## config.mk

```make
export PLATFORM = sky130hd
export DESIGN_NAME = shift_rotate_engine
export DESIGN_NICKNAME = d
export VERILOG_FILES = /design/src/rtl/shift_rotate_engine_pkg.sv /design/src/rtl/shift_rotate_engine_step.sv /design/src/rtl/shift_rotate_engine.sv
export SDC_FILE = /design/constraint.sdc
export NUM_CORES = 1
export LEC_CHECK = 0
export BUFFER_PORTS_ARGS = -buffer_cell sky130_fd_sc_hd__buf_4
export CAP_MARGIN = 25
export CORE_MARGIN = 2
export CORE_UTILIZATION = 50
export CTS_CLUSTER_DIAMETER = 80
export DETAILED_ROUTE_END_ITERATION = 12
export PLACE_DENSITY = 0.76
export RECOVER_POWER = 100
export SLEW_MARGIN = 20
export SYNTH_ARGS = -nofsm -noshare
export SYNTH_HDL_FRONTEND = slang
export SYNTH_HIERARCHICAL = 1
export SYNTH_SLANG_ARGS = --single-unit
```

## constraint.sdc

```tcl
create_clock -name clk -period 2.6 [get_ports clk]
set_input_delay 0.39 -clock clk [delete_from_list [all_inputs] [get_ports clk]]
set_output_delay 0.39 -clock clk [all_outputs]
set_load 0.03 [all_outputs]
```

## src/rtl/shift_rotate_engine_pkg.sv

```systemverilog
// Shared definitions for the shift/rotate engine.
// Holds the MODE encodings, the FSM state codes and small mode-decoding
// helpers used by the top level and by the step unit.
package shift_rotate_engine_pkg;

    localparam logic [2:0] MODE_LOAD = 3'b000;
    localparam logic [2:0] MODE_SHL  = 3'b001;
    localparam logic [2:0] MODE_SHR  = 3'b010;
    localparam logic [2:0] MODE_SAR  = 3'b011;
    localparam logic [2:0] MODE_ROL  = 3'b100;
    localparam logic [2:0] MODE_ROR  = 3'b101;

    localparam logic [0:0] ST_IDLE  = 1'b0;
    localparam logic [0:0] ST_SHIFT = 1'b1;

    // True for the five modes that move bits (SHL..ROR).
    function automatic logic is_shift_mode(input logic [2:0] m);
        return (m >= MODE_SHL) && (m <= MODE_ROR);
    endfunction

    function automatic logic is_left_mode(input logic [2:0] m);
        return (m == MODE_SHL) || (m == MODE_ROL);
    endfunction

    function automatic logic is_rotate_mode(input logic [2:0] m);
        return (m == MODE_ROL) || (m == MODE_ROR);
    endfunction

endpackage

```

## src/rtl/shift_rotate_engine_step.sv

```systemverilog
// shift_step_unit: combinational shift/rotate of a W-bit word by k positions
// (0..STEP) in one direction.
// Ports:
//   mode  in   3   operation (SHL/SHR/SAR/ROL/ROR; anything else passes through)
//   k     in   KW  positions to move this step, 0..STEP
//   din   in   W   current word
//   fill  in   1   bit entering the vacated end for SHL/SHR
//   dout  out  W   shifted/rotated word
//   so    out  1   last bit leaving the word on this step (0 when k=0)
module shift_step_unit
    import shift_rotate_engine_pkg::*;
#(
    parameter int W    = 32,
    parameter int STEP = 1,
    parameter int KW   = $clog2(STEP + 1)
) (
    input  logic [2:0]    mode,
    input  logic [KW-1:0] k,
    input  logic [W-1:0]  din,
    input  logic          fill,
    output logic [W-1:0]  dout,
    output logic          so
);

    // ext supplies the bits that flow into the vacated end: the fill bit,
    // the replicated MSB (SAR) or the word itself (rotates).
    logic [W-1:0]   ext;
    logic [2*W-1:0] wide;
    logic [2*W-1:0] wide_so;
    logic [KW-1:0]  k_m1;

    always_comb begin
        ext     = {W{fill}};
        wide    = '0;
        wide_so = '0;
        dout    = din;
        so      = 1'b0;
        k_m1    = k - KW'(1);
        if (is_rotate_mode(mode)) begin
            ext = din;
        end else if (mode == MODE_SAR) begin
            ext = {W{din[W-1]}};
        end

        if (is_shift_mode(mode)) begin
            if (is_left_mode(mode)) begin
                wide    = {din, ext} << k;
                wide_so = {din, ext} << k_m1;
                dout    = wide[2*W-1:W];
                so      = (k != '0) ? wide_so[2*W-1] : 1'b0;
            end else begin
                wide    = {ext, din} >> k;
                wide_so = {ext, din} >> k_m1;
                dout    = wide[W-1:0];
                so      = (k != '0) ? wide_so[0] : 1'b0;
            end
        end
    end

endmodule

```

## src/rtl/shift_rotate_engine.sv

```systemverilog
// shift_rotate_engine: multi-cycle universal shift/rotate register moving
// STEP bit positions per clock.
// Ports:
//   clk        in   1   clock, all state on rising edge
//   rst        in   1   synchronous reset, active-low
//   start      in   1   operation request, sampled only while busy=0
//   mode       in   3   LOAD/SHL/SHR/SAR/ROL/ROR, 110/111 are NOPs
//   amt        in   AW  shift amount, values above W clamp to W
//   d          in   W   parallel load data
//   sl, sr     in   1   serial fill for SHL / SHR
//   q          out  W   register contents
//   so         out  1   last bit shifted/rotated out
//   busy       out  1   shift in progress
//   done       out  1   one-cycle completion pulse
//   dbg_state  out  1   FSM state (ST_IDLE/ST_SHIFT)
//
// Handshake: start is taken on any edge where busy=0 (including the cycle
// done is high); mode, clamped amt, sl and sr are captured there and later
// input changes are ignored. busy stays high until the edge performing the
// final step, after which done is high for exactly one cycle. start while
// busy=1 is dropped, never queued.
module shift_rotate_engine
    import shift_rotate_engine_pkg::*;
#(
    parameter  int W    = 32,
    parameter  int STEP = 1,
    localparam int AW   = $clog2(W + 1)
) (
    input  logic          clk,
    input  logic          rst,
    input  logic          start,
    input  logic [2:0]    mode,
    input  logic [AW-1:0] amt,
    input  logic [W-1:0]  d,
    input  logic          sl,
    input  logic          sr,
    output logic [W-1:0]  q,
    output logic          so,
    output logic          busy,
    output logic          done,
    output logic [0:0]    dbg_state
);

    localparam int KW = $clog2(STEP + 1);

    logic [0:0]    state;
    logic [AW-1:0] rem;
    logic [2:0]    lmode;
    logic          lsl;
    logic          lsr;

    logic [AW-1:0] amt_c;
    logic [KW-1:0] k_step;
    logic          last_step;
    logic          fill;
    logic [W-1:0]  step_q;
    logic          step_so;

    assign amt_c     = (amt > AW'(W)) ? AW'(W) : amt;
    // The final step may be shorter than STEP when n is not a multiple of it.
    assign last_step = (rem <= AW'(STEP));
    assign k_step    = last_step ? KW'(rem) : KW'(STEP);
    assign fill      = (lmode == MODE_SHR) ? lsr : lsl;

    shift_step_unit #(
        .W    (W),
        .STEP (STEP),
        .KW   (KW)
    ) u_step (
        .mode (lmode),
        .k    (k_step),
        .din  (q),
        .fill (fill),
        .dout (step_q),
        .so   (step_so)
    );

    always_ff @(posedge clk) begin
        if (!rst) begin
            state <= ST_IDLE;
            rem   <= '0;
            lmode <= MODE_LOAD;
            lsl   <= 1'b0;
            lsr   <= 1'b0;
            q     <= '0;
            so    <= 1'b0;
            done  <= 1'b0;
        end else begin
            done <= 1'b0;
            case (state)
                ST_IDLE: begin
                    if (start) begin
                        lmode <= mode;
                        rem   <= amt_c;
                        lsl   <= sl;
                        lsr   <= sr;
                        if (mode == MODE_LOAD) begin
                            q    <= d;
                            done <= 1'b1;
                        end else if (is_shift_mode(mode) && (amt_c != '0)) begin
                            state <= ST_SHIFT;
                        end else begin
                            done <= 1'b1;
                        end
                    end
                end
                ST_SHIFT: begin
                    q   <= step_q;
                    rem <= rem - AW'(k_step);
                    // Only the final step's exiting bit is architecturally visible.
                    if (last_step) begin
                        so    <= step_so;
                        done  <= 1'b1;
                        state <= ST_IDLE;
                    end
                end
                default: state <= ST_IDLE;
            endcase
        end
    end

    assign busy      = (state == ST_SHIFT);
    assign dbg_state = state;

endmodule

```

==> summary.md <==
| Metric | Value |
|---|---|
| Status | finished, final reports clean |
| Dominant synthesized flop cell | dfxtp_1 |
| I/O pins | 82 |
| Fill count | 593 |
| Netlist cell types | between 50 and 60 |
| PD cells | 617 nW/um^2 |
| Fin. max-slew vios | 0 |
| Min cycle time layout | ~2400 ps |
| Min Hold Slack | 338 ps |
| Count leader, synth | dfxtp_1 |
| Final net count | 506 |
| Worst VDD drop | 0.341 mV |
| FF+latch count, synth | 46 |
| GR Overflow Total | 0 |
| Setup Crit Path Kind | flop to flop |
| Syn nets | approximately 450 |
| Root Buffer | clkbuf_8 |
| Synthesized cell area | 3200 um^2 |
| Synthesis Warnings | 6 |
| Leak pwr | 1.24 nW |
| Worst-Skew Late Latency | approximately 300 ps |
| Pin count of the biggest net entering global routing | 41 |
| DRC viols | 0 |
| Synth-to-Final Area Change | 15.9% |
| Die Footprint | roughly 7000 um^2 |
| GPL Wtd Cong | 0.856 |
| Clk pin slew, worst setup/hold paths | 80 ps |
| Met2 global-route usage | 41.7% |
| Layout cell share with drive strength beyond 1 | 18.3% |
| Height of the die | 83.9 um |
| CP endpoint kind | flop |
| Hold_sp | sr |
| Post-DRT Antenna Nets | 0 |
| Critical path launch point type | flop |
| Async SR Flop Fraction | 0% |
| Avg Inst Size Synth | roughly 8.0 um^2 |
| WL per Instance | 16.8 um |
| M3 GR Usage | 5.24% |
| DP Cell Count | between 500 and 600 |
| PortBufs | 81 |
| Worst min path class | input port to flop |
| Commonest cells in the netlist | dfxtp_1, a21oi_1, nand3_1, nor3_1, mux2i_1 |
| # rows | 29 |
| Crit path from | rem[2] |
| Vias per cell | between 6 and 7 |
| Ant diodes | 0 |
| EDFF count, synth | 0 |
| Initial antenna violation count | 0 |
| Die X | 83.9 um |
| DR vias | 3,416 |
| Hold violation count in the final report | 0 |
| Final setup TNS | 0 ps |
| Clock Sinks | 46 |
| Initial Utilization | 50.9% |
| H-tree levels | 2 |
| Synth top area share | 28.8% |
| Sequential cell area fraction in the yosys report | 28.8% |
| Worst r2r src | rem[2] |
| CTS tree | built |
| Starting DRT DRC Count | 216 |
| Non-Filler Instances | 537 |
| Peak Freq | 414 MHz |
| Max-cap violations | 0 |
| Busiest grt layer | met2 |
| TritonCTS Buffers | 5 |
| Measured slew at the worst slew-check pin | 634 ps |
| CP max FO | 17 |
| Finished Core Util | between 50% and 60% |
| Finish-stage setup viols | 0 |
| Final period util | 93.0% |
| Global-route wire length before repair | between 10,000 and 15,000 um |
| Slew headroom | 57.5% |
| Pre-Repair DR Iteration Count | 5 |
| Worst Path Arrival | 2630 ps |
| Global-route usage over all layers | 24.9% |
| Clock Skews | 10.1 ps |
| Vias in the first global route | slightly above 3,000 |
| Clk buf depth | 2 |
| Met1 Use GR | roughly 33% |
| RSZ-0062 raised after global routing | no |
| CP Data Required Time | 2810 ps |
| Top cells by area, synth | dfxtp_1, mux2i_1, a21oi_1 |
| Cells after Synth | 401 |
| Drt total wl | approximately 9000 um |
| Core footprint | 6280 um^2 |
| Hold Buf Count CTS | 0 |
| DP HPWL | 6030 um |
| Area leader, netlist | dfxtp_1 |
[area by class of cell]
class	instances	area, um^2	share of cell area [%]
sequential	46	925	25.0
multi-input combinational	300	1970	53.2
inverter	8	30.0	0.811
clock buffer	8	80.1	2.16
timing repair buffer	98	604	16.3
tap	77	96.3	2.60
[placed cells by master, fill, tap and decap left out, types with 5 or more instances in the layout]
cell type  instances
mux2i_1           34
a21oi_1           40
a31oi_1           32
a211oi_1          27
clkbuf_8           5
nand2_1           15
buf_4             61
dfxtp_1           45
nor3_1            35
inv_1              7
a211oi_2           6
o21ai_1            5
nand3_1           35
o21ai_0           27
clkbuf_1          39
[state kept, by name (all words and copies together), names as in the netlist]
name	flops
busy	1
lsr	1
rem	6
lmode	3
q	32
lsl	1
so	1
done	1
[kinds of logic after synthesis]
| family | share of synthesized area, % |
|---|---|
| AO/OA/AOI/OAI | 31.7 |
| XOR/XNOR | 0.548 |
| adder cells (fa/ha/maj) | 0.391 |
| buffers and inverters | 9.79 |
| flip-flops | 28.8 |
| multiplexers | 11.0 |
| AND/OR/NAND/NOR | 17.7 |
[stage by stage]
| step | total power, mW | instance area, um^2 | worst slack [ps] |
|---|---|---|---|
| floorplan | 1.63 | 3200 | 381 |
| global placement | 1.87 | 3760 | 195 |
| detailed placement | 1.90 | 3770 | 142 |
| CTS | 2.33 | 3850 | 126 |
| global route | 2.43 | 3700 | 28.0 |
| finish | 2.29 | 3700 | 182 |
[power breakdown]
part / switching [mW] / internal, mW / total, mW
Sequential: 0.120 / 0.781 / 0.901
Clock: 0.243 / 0.192 / 0.434
Combinational: 0.583 / 0.368 / 0.951
[worst max-delay path: stages (launching register included)]
cell      delay [ps]
dfxtp_1          370
or4_4            550
or3_1            320
a21boi_2         250
and2_4           290
a31oi_1          200
mux2i_1          110
a211oi_1         240
[final timing paths]
kind | endpoint | slack, ps | cells past startpoint
worst max register to register | q[6] | 180 | 7
worst min-delay path | lsr | 340 | 3
worst max-delay path | q[6] | 180 | 7
worst min register to register | lsl | 460 | 2
[what timing repair did]
action | 4_1_cts | 5_1_grt
setup buffers | 0 | 0
gates resized for setup | 0 | 1
setup endpoints to repair | 0 | 6
[layer usage]
layer  up-vias  part of all wire, %
met3         6                  6.8
met4         0                 0.55
met2       141                   49
met1      1624                   44
met5         -                    0
li1       1645                    -
Power figures use the tool's default switching activity.
